File: config.mk
export PLATFORM = sky130hd
export DESIGN_NAME = stencil_iter_ctrl
export DESIGN_NICKNAME = d
export VERILOG_FILES = /design/src/rtl/stencil_iter_ctrl_pkg.sv /design/src/rtl/stencil_iter_cnt.sv /design/src/rtl/stencil_iter_ctrl.sv
export SDC_FILE = /design/constraint.sdc
export NUM_CORES = 1
export LEC_CHECK = 0
export BUFFER_PORTS_ARGS = -buffer_cell sky130_fd_sc_hd__buf_2
export CAP_MARGIN = 20
export CORE_MARGIN = 8
export CORE_UTILIZATION = 46
export CTS_BUF_LIST = sky130_fd_sc_hd__clkbuf_8 sky130_fd_sc_hd__clkbuf_16
export DETAILED_ROUTE_END_ITERATION = 6
export PLACE_DENSITY = 0.77
export RECOVER_POWER = 100
export SYNTH_ARGS = -nofsm -noshare
export SYNTH_HDL_FRONTEND = slang
export SYNTH_HIERARCHICAL = 1
export SYNTH_SLANG_ARGS = --single-unit
File: constraint.sdc
create_clock -name ACLK -period 3.15 [get_ports ACLK]
set_input_delay 0.4725 -clock ACLK [delete_from_list [all_inputs] [get_ports ACLK]]
set_output_delay 0.4725 -clock ACLK [all_outputs]
set_load 0.02 [all_outputs]
File: src/rtl/stencil_iter_ctrl_pkg.sv
// Shared constants for the stencil iteration controller: FSM state encoding
// and the default iteration counter width.
package stencil_iter_ctrl_pkg;

   localparam int unsigned IterWDefault = 16;

   typedef enum logic [2:0] {
      StIdle    = 3'd0,
      StLaunch  = 3'd1,
      StWaitLow = 3'd2,
      StRun     = 3'd3,
      StSwap    = 3'd4
   } state_e;

endpackage

File: src/rtl/stencil_iter_cnt.sv
// Sweep counter with latched target count and terminal compare.
// o_last flags that the sweep now being retired is the final one.
module stencil_iter_cnt #(
   parameter int unsigned ITER_W = 16
) (
   input  logic              ACLK,
   input  logic              ARESETN,
   input  logic              i_load,
   input  logic [ITER_W-1:0] i_iters,
   input  logic              i_inc,
   output logic [ITER_W-1:0] o_count,
   output logic              o_last
);

   logic [ITER_W-1:0] r_count;
   logic [ITER_W-1:0] r_iters;
   logic [ITER_W-1:0] w_count_inc;

   assign w_count_inc = r_count + ITER_W'(1);

   // Load clears the count and captures the target; inc retires one sweep.
   always_ff @(posedge ACLK or negedge ARESETN) begin
      if (!ARESETN) begin
         r_count <= '0;
         r_iters <= '0;
      end else if (i_load) begin
         r_count <= '0;
         r_iters <= i_iters;
      end else if (i_inc) begin
         r_count <= w_count_inc;
      end
   end

   // Equality compare only: the target never exceeds 2^ITER_W-1, so no wrap.
   assign o_count = r_count;
   assign o_last  = (w_count_inc == r_iters);

endmodule

File: src/rtl/stencil_iter_ctrl.sv
// Iteration controller for the stencil coprocessor: launches one sweep per
// iteration, ping-pongs the source/destination buffers between sweeps and
// reports the buffer holding the final result.
module stencil_iter_ctrl
   import stencil_iter_ctrl_pkg::*;
#(
   parameter int unsigned ITER_W = IterWDefault
) (
   input  logic              ACLK,
   input  logic              ARESETN,
   input  logic              START,
   input  logic              ABORT,
   input  logic [15:0]       SIZE,
   input  logic [31:0]       BUF_A,
   input  logic [31:0]       BUF_B,
   input  logic [ITER_W-1:0] ITERS,
   output logic              CORE_GO,
   output logic [15:0]       CORE_SIZE,
   output logic [31:0]       CORE_SRC,
   output logic [31:0]       CORE_DST,
   input  logic              CORE_DONE,
   input  logic              FIFO_BUSY,
   output logic              BUSY,
   output logic              DONE,
   output logic              ABORTED,
   output logic [ITER_W-1:0] ITER_NOW,
   output logic [31:0]       RESULT_ADDR
);

   state_e      r_state;
   state_e      w_state_d;
   logic        r_go;
   logic [15:0] r_size;
   logic [31:0] r_src;
   logic [31:0] r_dst;
   logic [31:0] r_result;
   logic        r_done;
   logic        r_aborted;
   logic        r_abort_pend;

   logic        w_accept;
   logic        w_iters_zero;
   logic        w_swap;
   logic        w_last;
   logic        w_finish;

   assign w_accept     = START && (r_state == StIdle);
   assign w_iters_zero = (ITERS == '0);
   assign w_swap       = (r_state == StSwap);
   assign w_finish     = w_swap && (w_last || r_abort_pend);

   stencil_iter_cnt #(
      .ITER_W (ITER_W)
   ) u_cnt (
      .ACLK    (ACLK),
      .ARESETN (ARESETN),
      .i_load  (w_accept),
      .i_iters (ITERS),
      .i_inc   (w_swap),
      .o_count (ITER_NOW),
      .o_last  (w_last)
   );

   // FSM state register.
   always_ff @(posedge ACLK or negedge ARESETN) begin
      if (!ARESETN) begin
         r_state <= StIdle;
      end else begin
         r_state <= w_state_d;
      end
   end

   // Next-state logic; a zero-iteration start completes without leaving idle.
   always_comb begin
      w_state_d = r_state;
      unique case (r_state)
         StIdle: begin
            if (START && !w_iters_zero) w_state_d = StLaunch;
         end
         StLaunch:  w_state_d = StWaitLow;
         StWaitLow: begin
            if (!CORE_DONE) w_state_d = StRun;
         end
         StRun: begin
            // Data mover must drain before the sweep counts as complete.
            if (CORE_DONE && !FIFO_BUSY) w_state_d = StSwap;
         end
         StSwap:    w_state_d = w_finish ? StIdle : StLaunch;
         default:   w_state_d = StIdle;
      endcase
   end

   // Registered go pulse, raised in the cycle after LAUNCH.
   always_ff @(posedge ACLK or negedge ARESETN) begin
      if (!ARESETN) begin
         r_go <= 1'b0;
      end else begin
         r_go <= (r_state == StLaunch);
      end
   end

   // Abort request is remembered until the in-flight sweep retires.
   always_ff @(posedge ACLK or negedge ARESETN) begin
      if (!ARESETN) begin
         r_abort_pend <= 1'b0;
      end else if (w_accept) begin
         r_abort_pend <= ABORT && !w_iters_zero;
      end else if (w_finish) begin
         r_abort_pend <= 1'b0;
      end else if (ABORT && (r_state != StIdle)) begin
         r_abort_pend <= 1'b1;
      end
   end

   // Job parameters, buffer ping-pong and completion status.
   always_ff @(posedge ACLK or negedge ARESETN) begin
      if (!ARESETN) begin
         r_size    <= '0;
         r_src     <= '0;
         r_dst     <= '0;
         r_result  <= '0;
         r_done    <= 1'b0;
         r_aborted <= 1'b0;
      end else if (w_accept) begin
         r_size    <= SIZE;
         r_src     <= BUF_A;
         r_dst     <= BUF_B;
         r_done    <= w_iters_zero;
         r_aborted <= 1'b0;
         if (w_iters_zero) r_result <= BUF_A;
      end else if (w_swap) begin
         r_src <= r_dst;
         r_dst <= r_src;
         if (w_finish) begin
            r_done    <= 1'b1;
            r_aborted <= r_abort_pend;
            r_result  <= r_dst;
         end
      end
   end

   assign CORE_GO     = r_go;
   assign CORE_SIZE   = r_size;
   assign CORE_SRC    = r_src;
   assign CORE_DST    = r_dst;
   assign BUSY        = (r_state != StIdle);
   assign DONE        = r_done;
   assign ABORTED     = r_aborted;
   assign RESULT_ADDR = r_result;

endmodule

Yosys cells after proc, flatten, opt, wreduce, memory -nomap -nowiden
Cells that the tools add are included.
{"block": "totals", "register_bits": 151, "in_bits": 102, "out_inout_bits": 132, "word_cells": 63}
{"block": "op_classes", "n_addsub": 1, "eq_ne": 9, "mux": 24, "n_reduce_logical": 18}
{"op": "$mux 32", "count": 8}
{"op": "$mux 16", "count": 2}
{"op": "$add 16x1->16 const B", "count": 1}
{"op": "$eq 16x16->1", "count": 1}
{"op": "$logic_not 16->1", "count": 1}
{"op": "$pmux 3 s5", "count": 1}
{"op": "$mux 1", "count": 10}
{"op": "$mux 3", "count": 3}
{"op": "$eq 3x2->1 const B", "count": 2}
{"op": "$logic_and 1x1->1", "count": 6}
{"op": "$ne 2x2->1 const B", "count": 3}
{"op": "$reduce_and 3->1", "count": 2}
{"op": "$reduce_bool 3->1", "count": 2}
{"op": "$reduce_bool 2->1", "count": 2}
{"op": "$eq 3x1->1 const B", "count": 1}
{"op": "$eq 3x3->1 const B", "count": 1}
{"op": "$logic_not 3->1", "count": 1}
{"op": "$logic_not 1->1", "count": 2}
{"op": "$ne 2x1->1 const B", "count": 1}
{"op": "$reduce_and 2->1", "count": 1}
{"op": "$logic_or 1x1->1", "count": 1}

Longest topological paths before layout
{"block": "logic_depth", "depth_word": 7, "mapped_depth": 12, "mapped_depth_nobuf": 11}

By module
Netlist, hierarchy kept.
{"module": "stencil_iter_ctrl", "n_inst": 1, "cells_each": 434, "area_each_um2": 5166.2, "seq_area_each_um2": 2977.9}
{"module": "stencil_iter_cnt", "n_inst": 1, "cells_each": 181, "area_each_um2": 1823.0, "seq_area_each_um2": 800.8}

Least setup slack after synthesis
No wires, ideal clock.
{"block": "synth_path", "path_kind": "register to register", "startpoint": "register u_cnt.r_count[0], in the netlist u_cnt/o_count[0]", "endpoint": "register r_result[22], in the netlist RESULT_ADDR[22]", "setup_time_ns": 0.126, "arrival_ns": 3.205, "setup_slack_ns": -0.181, "path_stages_with_launch": 13, "path_buffers": 1, "synth_period_minus_slack_ns": 3.331, "cell_sequence": "dfrtp_1 > ha_1 > nand3_2 > nor2_1 > xnor2_1 > or4_1 > nor4_1 > and3_1 > nor2_1 > a2111o_1 > a21o_4 > buf_6 > a221o_1"}
{"block": "synth_between", "elab_chain_cells": 6}
{"item": "start, declared", "line": "stencil_iter_cnt.sv:15", "text": "logic [ITER_W-1:0] r_count;"}
{"item": "start signal, assigned", "line": "stencil_iter_cnt.sv:30", "text": "r_count <= w_count_inc;"}
{"item": "$add 16x1->16", "line": "stencil_iter_cnt.sv:19", "text": "assign w_count_inc = r_count + ITER_W'(1);"}
{"item": "$eq 16x16->1", "line": "stencil_iter_cnt.sv:36", "text": "assign o_last = (w_count_inc == r_iters);"}
{"item": "via w_last", "line": "stencil_iter_ctrl.sv:44", "text": "logic w_last;"}
{"item": "$logic_or 1x1->1", "line": "stencil_iter_ctrl.sv:50", "text": "assign w_finish = w_swap && (w_last || r_abort_pend);"}
{"item": "$logic_and 1x1->1", "line": "stencil_iter_ctrl.sv:50"}
{"item": "$reduce_bool 2->1 (no source line)"}
{"item": "$reduce_and 3->1 (no source line)"}
{"item": "end signal, assigned", "line": "stencil_iter_ctrl.sv:137", "text": "r_result <= r_dst;"}
{"item": "end, declared", "line": "stencil_iter_ctrl.sv:36", "text": "logic [31:0] r_result;"}
The timed path passes the listed nets, and every way through them passes these cells.
A chain may end at the register's enable or synchronous reset.

Worst setup path after layout
{"block": "layout_path", "startpoint": "register u_cnt.r_count[0], in the netlist u_cnt/o_count[0]", "endpoint": "register r_result[5], in the netlist RESULT_ADDR[5]"}
Same word-level chain as after synthesis.

==> flow_metrics.env <==
export IMPL_netlist_instances=615
export IMPL_regToRegSetupSlack_ns=-0.05
export IMPL_stdcell_count=1063
export IMPL_cts_sinks=151
export IMPL_power_switching_mw=3.82
export IMPL_avgSynthCellArea_um2=11.4
export IMPL_viasPerCell=5.60
export IMPL_reg2regPathDepth=13
export IMPL_min_from="BUF_A[20]"
export IMPL_setup_viol=16
export IMPL_cts_buffer_depth=2
export IMPL_core_rowCount=45
export IMPL_max_clock_freq_mhz=312
export IMPL_cp_slowest_cell="or4_4"
export IMPL_worstReg2RegStart="u_cnt/o_count[0]"
export IMPL_clk_latency_ns=0.43
export IMPL_fin_skew_ns=0.00922
export IMPL_grt_usage_pct=21.6
export IMPL_grt_antenna_before_repair=1
export IMPL_synth_ff_type="dfrtp_1"
export IMPL_cp_depth=13
export IMPL_synth_cell_types=53
export IMPL_grt_max_degree=96
export IMPL_io_buffers=233
export IMPL_synth_edff_count=0
export IMPL_p_per_area_nw_per_um2=995
export IMPL_worst_pin_slew_ns=1.48
export IMPL_cts_made_buffers=17
export IMPL_antenna_left=0
export IMPL_pin_count=234
export IMPL_syn_num_nets=718
export IMPL_cts_root_buf="clkbuf_16"
export IMPL_power_frac_clock_pct=21.5
export IMPL_synth_area_leader_cell="dfrtp_1"
export IMPL_wire_per_inst_um=19.6
export IMPL_synth_seq_area_share_pct=54.1
export IMPL_die_h_um=139
export IMPL_post_dp_hpwl_mm=14.0
export IMPL_grt_overflow=0
export IMPL_path_clk_slew_ns=0.07
export IMPL_synth_top_area_share_pct=54.1
export IMPL_crit_type="reg2reg"
export IMPL_crit_family="simple AND/OR/NAND/NOR gates"
export IMPL_tritoncts="built"
export IMPL_cap_violations=0
export IMPL_hold_end="CORE_SRC[20]"
export IMPL_failed_checks="setup timing"
export IMPL_dp_cells=1019
export IMPL_die_area_um2=19400
export IMPL_ys_async_sr_fraction_pct=100
export IMPL_whs_ns=0.264
export IMPL_wl_met2_mm=10.0
export IMPL_syn_to_final_growth_pct=29.6
export IMPL_antenna_cells=0
export IMPL_power_frac_comb_pct=39.6
export IMPL_grt_pass1_vias=6055
export IMPL_htreeDepth=4
export IMPL_drv_slew=0
export IMPL_switching_share_pct=42.4
export IMPL_core_area_um2=15000
export IMPL_reg2reg_to="RESULT_ADDR[5]"
export IMPL_final_nets=965
export IMPL_drc=0
export IMPL_initial_core_util_pct=46.5
export IMPL_status="finished, violations left"
export IMPL_internal_power_mw=5.19
export IMPL_slew_limit_headroom_pct=1.05
export IMPL_dieWidth_um=139
export IMPL_m1WireLength_mm=8.76
export IMPL_hold_class="in2reg"
export IMPL_ir_worst_vdd_mv=0.568
export IMPL_drtIter0Drc=596
export IMPL_rsz0062_at_grt="yes"
export IMPL_ys_ff_latch=151
export IMPL_postRouteWirelength_mm=20.9
export IMPL_leakagePower_nw=4.23
export IMPL_path_cells="ha_4 -> nand3_4 -> nor2_4 -> xnor2_1 -> or4_4 -> nor4_2 -> and3_1 -> nor2_1 -> a2111o_1 -> buf_6 -> a21o_4 -> buf_8 -> a221o_1"
export IMPL_globalplace_congestion=0.877
export IMPL_synth_area_leaders="dfrtp_1 (54%), mux2_2 (5.0%), mux2i_1 (4.7%)"
export IMPL_worstPathArrival_ns=3.51
export IMPL_wl_met3_mm=1.89
export IMPL_end_kind="flip-flop"
export IMPL_synth_area_um2=6990
export IMPL_highest_layer="met5"
export IMPL_finalCriticalPeriod_ns=3.20
export IMPL_synth_yosys_warnings=6
export IMPL_post_route_period_util_pct=102
export IMPL_drive_above_1_share_pct=27.0
export IMPL_startpoint_type="flip-flop"
export IMPL_hold_viol=0
export IMPL_cp_required_ns=3.46
export IMPL_crit_buf_inv=2
export IMPL_vias=5953
export IMPL_min_path_cells=3
export IMPL_fillers=1344
export IMPL_crit_fanout=8
export IMPL_setup_ws_ns=-0.0529
export IMPL_detail_route_first_pass_iterations=7
export IMPL_pwr_share_seq_pct=38.9
export IMPL_grt_pass1_wl_mm=33.3
export IMPL_max_stage_delay_ns=0.52
==> placed cells by master, fill, tap and decap left out, types with 31 or more instances in the layout <==
cell type	Yosys	layout
inv_1	37	37
a222oi_1	32	32
mux2i_1	33	33
dfrtp_1	151	147
nand2_1	45	45
buf_2	18	108
mux2_2	31	31
and3_1	34	34
clkbuf_1	18	126
a221o_1	32	32
==> cell type report <==
class	instances	area, µm²	area share, %
sequential	151	3780	41.8
multi-input combinational	382	2930	32.4
timing repair buffer	273	1410	15.5
clock buffer	17	425	4.70
tap	188	235	2.60
inverter	37	139	1.53
clock inverter	15	134	1.48
==> through the flow <==
step                total power [mW]  worst slack, ns  setup TNS, ns  cell area (µm²)  util [%]
floorplan                       5.70          0.00335              0             6990         -
global placement                7.02         -0.00167        -0.0114             8410      56.0
detailed placement              7.11           -0.111          -3.04             8410      56.0
CTS                             9.22         -0.00347       -0.00855             9220      61.3
global route                    9.54           -0.169          -4.39             9050      60.2
finish                          9.01          -0.0529         -0.617             9050      60.2
==> worst reg2reg max path, stage by stage (launching register included) <==
cell	delay, ns
dfrtp_2	0.43
ha_4	0.18
nand3_4	0.11
nor2_4	0.04
xnor2_1	0.11
or4_4	0.52
nor4_2	0.24
and3_1	0.21
nor2_1	0.05
a2111o_1	0.42
buf_6	0.14
a21o_4	0.21
buf_8	0.15
a221o_1	0.29
==> worst max-delay path by stage <==
stage	start	end	slack [ns]
after CTS	u_cnt/o_count[0]	RESULT_ADDR[5]	-0.003
after detailed placement	u_cnt/o_count[0]	RESULT_ADDR[22]	-0.11
after global routing	u_cnt/o_count[0]	RESULT_ADDR[16]	-0.17
after global placement	u_cnt/o_count[0]	RESULT_ADDR[25]	-0.002
after floorplan	u_cnt/o_count[0]	RESULT_ADDR[22]	0.003
final	u_cnt/o_count[0]	RESULT_ADDR[5]	-0.05
==> flip-flops by register name, indices dropped and copies added, names as in the netlist <==
| register | cells |
|---|---|
| CORE_DST | 32 |
| CORE_SRC | 32 |
| RESULT_ADDR | 32 |
| CORE_SIZE | 16 |
| u_cnt/o_count | 16 |
| u_cnt/r_iters | 16 |
| r_state | 3 |
| ABORTED | 1 |
| CORE_GO | 1 |
| DONE | 1 |
| r_abort_pend | 1 |
==> routing by layer <==
metal | vias to the layer above | GRT usage [%]
met5 | - | 0
met3 | 14 | 7.39
met1 | 2916 | 27.5
met4 | 2 | 5.89
li1 | 2767 | -
met2 | 254 | 34.3
==> repair_timing <==
item | in CTS | in global routing
pin swaps | 10 | 4
hold buffers | 0 | 0
setup buffers | 10 | 0
setup endpoints to repair | 32 | 33
gates resized for setup | 16 | 5
cloned | 2 | 0
==> synthesized netlist by cell type, drive strengths merged (2+ instances only) <==
library cell / n
xnor2: 22
a21oi: 5
and2: 2
o21ai: 42
and3: 34
nand2: 45
nor4: 7
and4: 2
a222oi: 32
inv: 37
nand3: 8
mux2i: 33
mux2: 31
buf: 27
clkbuf: 19
dfrtp: 151
nor2: 32
nand4: 8
nand3b: 3
nor3: 4
a221o: 32
a211oi: 2
nand2b: 2
or3: 3
xor2: 14
==> power by group through the flow <==
stage | registers [mW] | clock network, mW | logic [mW]
2_1_floorplan | 4.22 | 0 | 1.48
6_report | 3.51 | 1.94 | 3.57
3_5_place_dp | 3.48 | 0 | 3.62
4_1_cts | 3.47 | 1.97 | 3.78
5_1_grt | 3.61 | 2.05 | 3.87
3_3_place_gp | 3.46 | 0 | 3.56
==> logic make-up after synthesis <==
group                    after synthesis  synth area share, %
buffers and inverters                 83                 5.55
flip-flops                           151                 54.1
adder cells (fa/ha/maj)                1                0.179
XOR/XNOR                              36                 4.51
AND/OR/NAND/NOR                      155                 11.7
AO/OA/AOI/OAI                        125                 14.3
multiplexers                          64                 9.72
Note: power is estimated with default switching activity, not from simulation.
